--- src/rtl/jbs_pkg.sv ---
// Shared types for the Mini-SRC jump/branch sequencer: state encoding, opcode map, strobe bundle.
package jbs_pkg;

  typedef enum logic [3:0] {
    IDLE = 4'd0,
    T0   = 4'd1,
    T1   = 4'd2,
    T2   = 4'd3,
    T3   = 4'd4,
    T4   = 4'd5,
    T5   = 4'd6,
    T6   = 4'd7,
    DONE = 4'd8,
    HALT = 4'd9
  } state_e;

  typedef enum logic [2:0] {
    CLS_BR,
    CLS_JR,
    CLS_JAL,
    CLS_NOP,
    CLS_HALT,
    CLS_ILL
  } cls_e;

  localparam int OPC_W = 5;

  localparam logic [OPC_W-1:0] OPC_BR   = 5'b10010;
  localparam logic [OPC_W-1:0] OPC_JR   = 5'b10100;
  localparam logic [OPC_W-1:0] OPC_JAL  = 5'b10011;
  localparam logic [OPC_W-1:0] OPC_NOP  = 5'b11010;
  localparam logic [OPC_W-1:0] OPC_HALT = 5'b11011;
  localparam logic [OPC_W-1:0] ALU_ADD  = 5'b00011;

  typedef struct packed {
    logic pc_in;
    logic pc_out;
    logic mar_in;
    logic mdr_in;
    logic mdr_out;
    logic ir_in;
    logic gra;
    logic r_in;
    logic r_out;
    logic y_in;
    logic zlow_in;
    logic zlow_out;
    logic c_out;
    logic read;
    logic inc_pc;
    logic con_in;
    logic glr;
  } ctrl_t;

  function automatic cls_e opc_class(input logic [OPC_W-1:0] opc);
    cls_e cls;
    case (opc)
      OPC_BR:   cls = CLS_BR;
      OPC_JR:   cls = CLS_JR;
      OPC_JAL:  cls = CLS_JAL;
      OPC_NOP:  cls = CLS_NOP;
      OPC_HALT: cls = CLS_HALT;
      default:  cls = CLS_ILL;
    endcase
    return cls;
  endfunction

endpackage

--- src/rtl/jbs_fetch_wait.sv ---
// Memory-wait down-counter for T1: load on T0, count down while in T1.
// expire marks the last wait cycle, first marks the first one.
module jbs_fetch_wait #(
  parameter int MEM_WAIT = 1
) (
  input  logic clk,
  input  logic clear_n,
  input  logic load,
  input  logic dec,
  output logic expire,
  output logic first
);

  localparam int CW = (MEM_WAIT > 1) ? $clog2(MEM_WAIT) : 1;
  localparam logic [CW-1:0] LOAD_VAL = CW'(MEM_WAIT - 1);

  logic [CW-1:0] cnt_q, cnt_d;

  always_comb begin
    cnt_d = cnt_q;
    if (load) begin
      cnt_d = LOAD_VAL;
    end else if (dec && (cnt_q != '0)) begin
      cnt_d = cnt_q - 1'b1;
    end
  end

  always_ff @(posedge clk) begin
    if (!clear_n) begin
      cnt_q <= '0;
    end else begin
      cnt_q <= cnt_d;
    end
  end

  assign expire = (cnt_q == '0);
  assign first  = (cnt_q == LOAD_VAL);

endmodule

--- src/rtl/jump_branch_sequencer.sv ---
// Mini-SRC control FSM: fetch, then br/jr/jal/nop/halt with Moore-decoded datapath strobes.
// Optional JBS_PERF_CNT_EN adds saturating retired/taken counters.
module jump_branch_sequencer
  import jbs_pkg::*;
#(
  parameter int WORD_W   = 32,
  parameter int OPCODE_W = 5,
  parameter int MEM_WAIT = 1,
  parameter int CNT_W    = 16
) (
  input  logic                Clock,
  input  logic                Clear,
  input  logic                Run,
  input  logic [WORD_W-1:0]   IR,
  input  logic                CON_Out,
  output logic                PCin,
  output logic                PCout,
  output logic                MARin,
  output logic                MDRin,
  output logic                MDRout,
  output logic                IRin,
  output logic                Gra,
  output logic                Rin,
  output logic                Rout,
  output logic                Yin,
  output logic                ZLowin,
  output logic                ZLowout,
  output logic                Cout,
  output logic                Read,
  output logic                IncPC,
  output logic                CON_In,
  output logic                GLR,
  output logic [OPCODE_W-1:0] OP,
  output logic                Done,
  output logic                Illegal,
  output logic                Halted,
  output logic [3:0]          State
`ifdef JBS_PERF_CNT_EN
  ,
  output logic [CNT_W-1:0]    InstrCount,
  output logic [CNT_W-1:0]    TakenCount
`endif
);

  state_e state_q, state_d;
  cls_e   cls_q, cls_d;
  logic   illegal_q, illegal_d;

  logic [OPCODE_W-1:0] opc;
  cls_e                cls_now;
  logic                wait_expire;
  logic                wait_first;
  ctrl_t               ctrl;
  logic [OPCODE_W-1:0] op_sel;
  logic                unused_ir;

  assign opc       = IR[WORD_W-1 -: OPCODE_W];
  assign cls_now   = opc_class(OPC_W'(opc));
  assign unused_ir = ^IR[WORD_W-OPCODE_W-1:0];

  jbs_fetch_wait #(
    .MEM_WAIT(MEM_WAIT)
  ) u_fetch_wait (
    .clk    (Clock),
    .clear_n(Clear),
    .load   (state_q == T0),
    .dec    (state_q == T1),
    .expire (wait_expire),
    .first  (wait_first)
  );

  // Class is latched in T3 so T4 no longer depends on IR.
  always_comb begin
    state_d   = state_q;
    cls_d     = cls_q;
    illegal_d = illegal_q;
    case (state_q)
      IDLE: if (Run) state_d = T0;
      T0:   state_d = T1;
      T1:   if (wait_expire) state_d = T2;
      T2:   state_d = T3;
      T3: begin
        cls_d     = cls_now;
        illegal_d = (cls_now == CLS_ILL);
        case (cls_now)
          CLS_BR, CLS_JAL: state_d = T4;
          CLS_HALT:        state_d = HALT;
          default:         state_d = DONE;
        endcase
      end
      T4:   state_d = (cls_q == CLS_BR) ? T5 : DONE;
      T5:   state_d = T6;
      T6:   state_d = DONE;
      DONE: state_d = Run ? T0 : IDLE;
      HALT: state_d = HALT;
      default: state_d = IDLE;
    endcase
  end

  always_ff @(posedge Clock) begin
    if (!Clear) begin
      state_q   <= IDLE;
      cls_q     <= CLS_NOP;
      illegal_q <= 1'b0;
    end else begin
      state_q   <= state_d;
      cls_q     <= cls_d;
      illegal_q <= illegal_d;
    end
  end

  always_comb begin
    ctrl   = '0;
    op_sel = '0;
    case (state_q)
      T0: begin
        ctrl.pc_out = 1'b1;
        ctrl.mar_in = 1'b1;
      end
      T1: begin
        ctrl.read   = 1'b1;
        ctrl.mdr_in = 1'b1;
        ctrl.inc_pc = wait_first;
      end
      T2: begin
        ctrl.mdr_out = 1'b1;
        ctrl.ir_in   = 1'b1;
      end
      T3: begin
        case (cls_now)
          CLS_BR: begin
            ctrl.gra    = 1'b1;
            ctrl.r_out  = 1'b1;
            ctrl.con_in = 1'b1;
          end
          CLS_JR: begin
            ctrl.gra   = 1'b1;
            ctrl.r_out = 1'b1;
            ctrl.pc_in = 1'b1;
          end
          CLS_JAL: begin
            ctrl.pc_out = 1'b1;
            ctrl.r_in   = 1'b1;
            ctrl.glr    = 1'b1;
          end
          default: ;
        endcase
      end
      T4: begin
        if (cls_q == CLS_BR) begin
          ctrl.pc_out = 1'b1;
          ctrl.y_in   = 1'b1;
        end else begin
          ctrl.gra   = 1'b1;
          ctrl.r_out = 1'b1;
          ctrl.pc_in = 1'b1;
        end
      end
      T5: begin
        ctrl.c_out   = 1'b1;
        ctrl.zlow_in = 1'b1;
        op_sel       = OPCODE_W'(ALU_ADD);
      end
      T6: begin
        ctrl.zlow_out = 1'b1;
        ctrl.pc_in    = CON_Out;
      end
      default: ;
    endcase
  end

  assign PCin    = ctrl.pc_in;
  assign PCout   = ctrl.pc_out;
  assign MARin   = ctrl.mar_in;
  assign MDRin   = ctrl.mdr_in;
  assign MDRout  = ctrl.mdr_out;
  assign IRin    = ctrl.ir_in;
  assign Gra     = ctrl.gra;
  assign Rin     = ctrl.r_in;
  assign Rout    = ctrl.r_out;
  assign Yin     = ctrl.y_in;
  assign ZLowin  = ctrl.zlow_in;
  assign ZLowout = ctrl.zlow_out;
  assign Cout    = ctrl.c_out;
  assign Read    = ctrl.read;
  assign IncPC   = ctrl.inc_pc;
  assign CON_In  = ctrl.con_in;
  assign GLR     = ctrl.glr;
  assign OP      = op_sel;
  assign Done    = (state_q == DONE);
  assign Illegal = (state_q == DONE) && illegal_q;
  assign Halted  = (state_q == HALT);
  assign State   = state_q;

`ifdef JBS_PERF_CNT_EN
  logic [CNT_W-1:0] instr_cnt_q, instr_cnt_d;
  logic [CNT_W-1:0] taken_cnt_q, taken_cnt_d;
  logic             taken_evt;

  assign taken_evt = ((state_q == T6) && CON_Out) ||
                     ((state_q == T3) && (cls_now == CLS_JR)) ||
                     ((state_q == T4) && (cls_q == CLS_JAL));

  // Counters hold at all-ones instead of wrapping.
  always_comb begin
    instr_cnt_d = instr_cnt_q;
    taken_cnt_d = taken_cnt_q;
    if ((state_q == DONE) && !(&instr_cnt_q)) instr_cnt_d = instr_cnt_q + 1'b1;
    if (taken_evt && !(&taken_cnt_q))         taken_cnt_d = taken_cnt_q + 1'b1;
  end

  always_ff @(posedge Clock) begin
    if (!Clear) begin
      instr_cnt_q <= '0;
      taken_cnt_q <= '0;
    end else begin
      instr_cnt_q <= instr_cnt_d;
      taken_cnt_q <= taken_cnt_d;
    end
  end

  assign InstrCount = instr_cnt_q;
  assign TakenCount = taken_cnt_q;
`else
  logic [CNT_W-1:0] unused_cnt_w;
  assign unused_cnt_w = '0;
`endif

endmodule

--- config.mk ---
export PLATFORM = sky130hd
export DESIGN_NAME = jump_branch_sequencer
export DESIGN_NICKNAME = d
export VERILOG_FILES = /design/src/rtl/jbs_pkg.sv /design/src/rtl/jbs_fetch_wait.sv /design/src/rtl/jump_branch_sequencer.sv
export SDC_FILE = /design/constraint.sdc
export NUM_CORES = 1
export LEC_CHECK = 0
export ABC_AREA = 0
export CELL_PAD_IN_SITES_DETAIL_PLACEMENT = 1
export CELL_PAD_IN_SITES_GLOBAL_PLACEMENT = 2
export CORE_AREA = 2 2 74 76
export DETAILED_ROUTE_END_ITERATION = 8
export DIE_AREA = 0 0 76 78
export GPL_TIMING_DRIVEN = 0
export MAX_ROUTING_LAYER = met4
export PLACE_DENSITY = 0.82
export SYNTH_ARGS = -nofsm -noshare
export SYNTH_HDL_FRONTEND = slang
export SYNTH_SLANG_ARGS = --single-unit
--- constraint.sdc ---
create_clock -name Clock -period 2 [get_ports Clock]
set_input_delay 0.3 -clock Clock [delete_from_list [all_inputs] [get_ports Clock]]
set_output_delay 0.3 -clock Clock [all_outputs]
set_load 0.01 [all_outputs]
### Word-level counts from Yosys, hierarchy flattened

Cells that the tools add are included.

| storage, ports and cells | value |
|---|---|
| flip-flop bits (word level) | 9 |
| input bits | 36 |
| output and inout port bits | 29 |
| word-level logic and storage cells | 62 |

| cells by class | value |
|---|---|
| $add $sub $neg | 1 |
| equality and inequality tests | 20 |
| mux-type cells | 26 |
| bitwise gates (word level) | 2 |
| reductions and logical operators | 9 |

Operators by type and width:

| kind | count |
|---|---|
| $pmux W4 S10 | 1 |
| $eq A5 B5 Y1 const B | 5 |
| $eq A4 B3 Y1 const B | 4 |
| $pmux W3 S5 | 1 |
| $mux W1 | 13 |
| $mux W4 | 3 |
| $eq A4 B2 Y1 const B | 2 |
| $eq A4 B4 Y1 const B | 2 |
| $mux W2 | 4 |
| $pmux W4 S2 | 1 |
| $eq A3 B3 Y1 const B | 2 |
| $logic_not A3 Y1 | 2 |
| $pmux W1 S3 | 2 |
| $reduce_or A2 Y1 | 3 |
| $eq A4 B1 Y1 const B | 1 |
| $logic_not A4 Y1 | 1 |
| $ne A2 B2 Y1 const B | 2 |
| $eq A3 B1 Y1 const B | 1 |
| $eq A3 B2 Y1 const B | 1 |
| $logic_and A1 B1 Y1 | 2 |
| $not A1 Y1 | 2 |
| $pmux W1 S2 | 1 |
| $reduce_and A2 Y1 | 1 |
| $sub A1 B1 Y1 const B | 1 |

### Longest topological paths before layout

| depth | value |
|---|---|
| depth in word-level cells | 6 |
| mapped depth | 6 |
| depth with buffers taken out | 4 |

### Hierarchy

From an unflattened synthesis, not the netlist that was laid out.

| unflattened totals | value |
|---|---|
| cells, all modules | 99 |
| area total of the unflattened synthesis | 775.7 sq um |

By module, submodules not included:

| module | instances | cells each | area an instance (sq um) |
|---|---|---|---|
| jump_branch_sequencer | 1 | 95 | 732.0 |
| jbs_fetch_wait | 1 | 4 | 43.8 |

### Worst setup path after synthesis

No wires, ideal clock.

| timing | value |
|---|---|
| kind | register to output |
| from | register state_q[2], in the netlist State[2] |
| to | output OP[0] |
| arrival time | 1483 ps |
| data required time | 1700 ps |
| path slack | 217 ps |
| stages on the path, launching flop included | 4 |
| path buffers | 2 |
| cells stage by stage | dfxtp_1 clkbuf_1 nor3b_1 buf_4 |

| on the way | value |
|---|---|
| word-level cells in the longest chain between the ends | 2 |

RTL lines:

| what | RTL line | source |
|---|---|---|
| start, declared | jump_branch_sequencer.sv:45 | `state_e state_q, state_d;` |
| start signal, assigned | jump_branch_sequencer.sv:106 | `state_q <= state_d;` |
| $eq A4 B3 Y1 | jump_branch_sequencer.sv:115 | `case (state_q)` |
| $mux W2 | jump_branch_sequencer.sv:115 |  |
| end, declared | jump_branch_sequencer.sv:33 | `output logic [OPCODE_W-1:0] OP,` |

Every way passes these cells.

### Final worst setup path

| timing | value |
|---|---|
| from | register cls_q[2] |
| to | output PCin |

| on the way | value |
|---|---|
| word-level cells in the longest chain between the ends | 3 |

RTL lines:

| what | RTL line | source |
|---|---|---|
| start, declared | jump_branch_sequencer.sv:46 | `cls_e cls_q, cls_d;` |
| start signal, assigned | jump_branch_sequencer.sv:107 | `cls_q <= cls_d;` |
| $logic_not A3 Y1 | jump_branch_sequencer.sv:150 | `if (cls_q == CLS_BR) begin` |
| $mux W1 | jump_branch_sequencer.sv:150 |  |
| $pmux W1 S3 | jump_branch_sequencer.sv:115 |  |
| end, declared | jump_branch_sequencer.sv:16 | `output logic PCin,` |

Every way passes these cells.

==> flow_summary.json <==
{
  "slew_viol_final": 0,
  "drc_errors": 0,
  "placed_cell_area_mm2": 0.00126,
  "cp.arrival_ps": 1660,
  "p_leak_nw": 0.665,
  "path_clk_slew_ps": 40,
  "row_count": 26,
  "num-nets-final": 190,
  "place_congestion": 0.795,
  "vias": 959,
  "outcome": "finished clean",
  "final_core_util_pct": 29.1,
  "hpwlAfterDp_um": 2040,
  "first_global_vias": 966,
  "grt_pass1_wl_um": 4690,
  "cp-end-kind": "output port",
  "cts.sinks": 9,
  "die_h_um": 78,
  "design_area_mm2": 0.00147,
  "die-area_mm2": 0.00593,
  "worstSetupStartpointType": "register",
  "drt-total-wl_um": 2820,
  "fin_crit_sh_pct": 97.9,
  "grt.total_usage_pct": 9.97,
  "drt_iter0_markers": 52,
  "cp.required_ps": 1700,
  "final-setup-viol-count": 0,
  "rsz0062_at_grt": "true",
  "finalWorstSetupSlack_ps": 41.5,
  "cts_max_level": 1,
  "hold_class": "input pin to register",
  "synth_largest_area_cell": "dfxtp_1",
  "io_pins": 65,
  "power_density_mw_per_mm2": 428,
  "ys_seq_area_share_pct": 21.6,
  "drive_gt1_share_pct": 34.0,
  "ant_nets": 0,
  "viasPerCell": 4.30,
  "initial_core_util_pct": 16.6,
  "synth_edf_count": 0,
  "fillCellCount": 618,
  "fin_skew_ps": 0.820,
  "critPathMaxFanout": 5,
  "grt_start_max_net_pins": 11,
  "cap_viol_max_count": 0,
  "period_minus_slack_ps": 1960,
  "clock_path_buffers": 2,
  "crit_type": "register to output port",
  "netlist_area_um2": 835,
  "antenna_found_initial": 0,
  "port_buffers": 33,
  "insertedDiodeCount": 0,
  "cts_buffers": 3,
  "synth.area.top_cells": "dfxtp_1, buf_4, nand2b_1",
  "p_total_mw": 0.627,
  "final-hold-violation-count": 0,
  "wl_per_cell_um": 12.6,
  "drt-pass1-iter-count": 4,
  "fmax_ghz": 0.511,
  "tritoncts": "done",
  "grt_overflow": 0,
  "ys_async_sr_fraction_pct": 0,
  "die_w_um": 76,
  "insertion_delay_ps": 230,
  "peakVddDrop_v": 0.000229,
  "syn_area_per_cell_um2": 7.73,
  "synth.distinct_cells": 43,
  "area_growth_pct": 75.7,
  "synthCells": 108,
  "ys_ff_latch": 9,
  "yosys_most_used_dff": "dfxtp_1",
  "yosysWarningCount": 0,
  "synth_top_area_share_pct": 21.6,
  "clock-root-buffer": "clkbuf_8",
  "core_mm2": 0.00504,
  "dpl_worst_slack_ps": -488
}
logic make-up after synthesis:
| family | count (synthesis) | share of synthesized area, % |
|---|---|---|
| AOI/OAI and AO/OA | 24 | 21.3 |
| buffers and inverters | 22 | 16.8 |
| DFF | 9 | 21.6 |
| xor gates and xnor gates | 3 | 3.15 |
| and+or+nand+nor | 49 | 36.7 |
| other | 1 | 0.449 |
critical path, cell delays in order (launching register included):
cell             delay, ps
dfxtp_1                310
or3_4                  430
nor2_1                 180
a2111oi_2               80
a41o_1                 210
clkdlybuf4s15_2        220
cell type report:
cell class / instances / area (um2) / area share [%]
buffer: 17 / 146 / 9.98
clock buffer: 4 / 45.0 / 3.07
inverter: 4 / 15.0 / 1.02
multi-input combinational: 79 / 611 / 41.6
tap: 70 / 87.6 / 5.97
sequential: 9 / 195 / 13.3
timing repair buffer: 40 / 367 / 25.0
registers in the layout, summed over array words and instances (netlist names):
signal              count
State                   4
cls_q                   3
illegal_q               1
u_fetch_wait.cnt_q      1
cell usage in the layout, fill, tap and decap left out, types with 2 or more instances in the layout:
master / n
a21oi_1: 3
a31oi_1: 3
and2_1: 2
buf_2: 2
buf_4: 21
buf_6: 2
clkbuf_2: 2
clkbuf_8: 3
clkdlybuf4s15_2: 2
clkdlybuf4s50_1: 15
conb_1: 3
dfxtp_1: 5
dfxtp_4: 4
dlygate4sd2_1: 8
dlymetal6s2s_1: 3
inv_1: 4
nand2_1: 5
nand2b_1: 6
nand2b_4: 2
nand3_1: 3
nand4_1: 3
nor2_1: 10
nor2b_1: 3
nor3_4: 2
o21ai_1: 4
o22ai_1: 2
xor2_1: 2
path summary, 6_finish.rpt:
path,slack (ps),cells past startpoint,startpoint,end
worst max-delay path,40,5,cls_q[2],PCin
worst min-delay path,420,2,IR[31],cls_q[2]
worst max register to register,580,6,State[3],State[0]
worst min register to register,480,1,u_fetch_wait.cnt_q,u_fetch_wait.cnt_q
power breakdown:
| group | total [mW] | internal (mW) | switching, mW |
|---|---|---|---|
| registers | 0.201 | 0.186 | 0.0150 |
| clock network | 0.208 | 0.139 | 0.0689 |
| logic | 0.219 | 0.109 | 0.110 |
| total | 0.627 | 0.434 | 0.194 |
per-stage QoR:
step / std cells / setup TNS (ps) / hold slack [ps]
after floorplan: 110 / 0 / 362
after global placement: 213 / -3680 / 469
after detailed placement: 213 / -3930 / 469
after CTS: 220 / 0 / 403
after global routing: 223 / -134 / 423
final: 223 / 0 / 419
synth_stat cells, drive strengths merged (3+ instances only):
cell / number
buf: 16
nor2: 10
dfxtp: 9
nand2b: 8
nand2: 6
o21ai: 5
inv: 4
a21oi: 3
a31oi: 3
nand3: 3
nand4: 3
nor2b: 3
nor3: 3
per-layer routing:
metal	routed length [um]	vias up	global-route usage, %
li1	-	471	-
met1	1310	448	12.8
met2	1310	36	15.3
met3	175	4	3.49
met4	20	0	2.00
met5	0	-	-
timing repair:
action,4_1_cts,5_1_grt
hold buffers,0,0
gates cloned,0,0
resized for setup,49,11
pin swaps,6,4
endpoints found under the setup margin,19,9
setup buffers,4,3
Note: power is estimated with default switching activity, not from simulation.
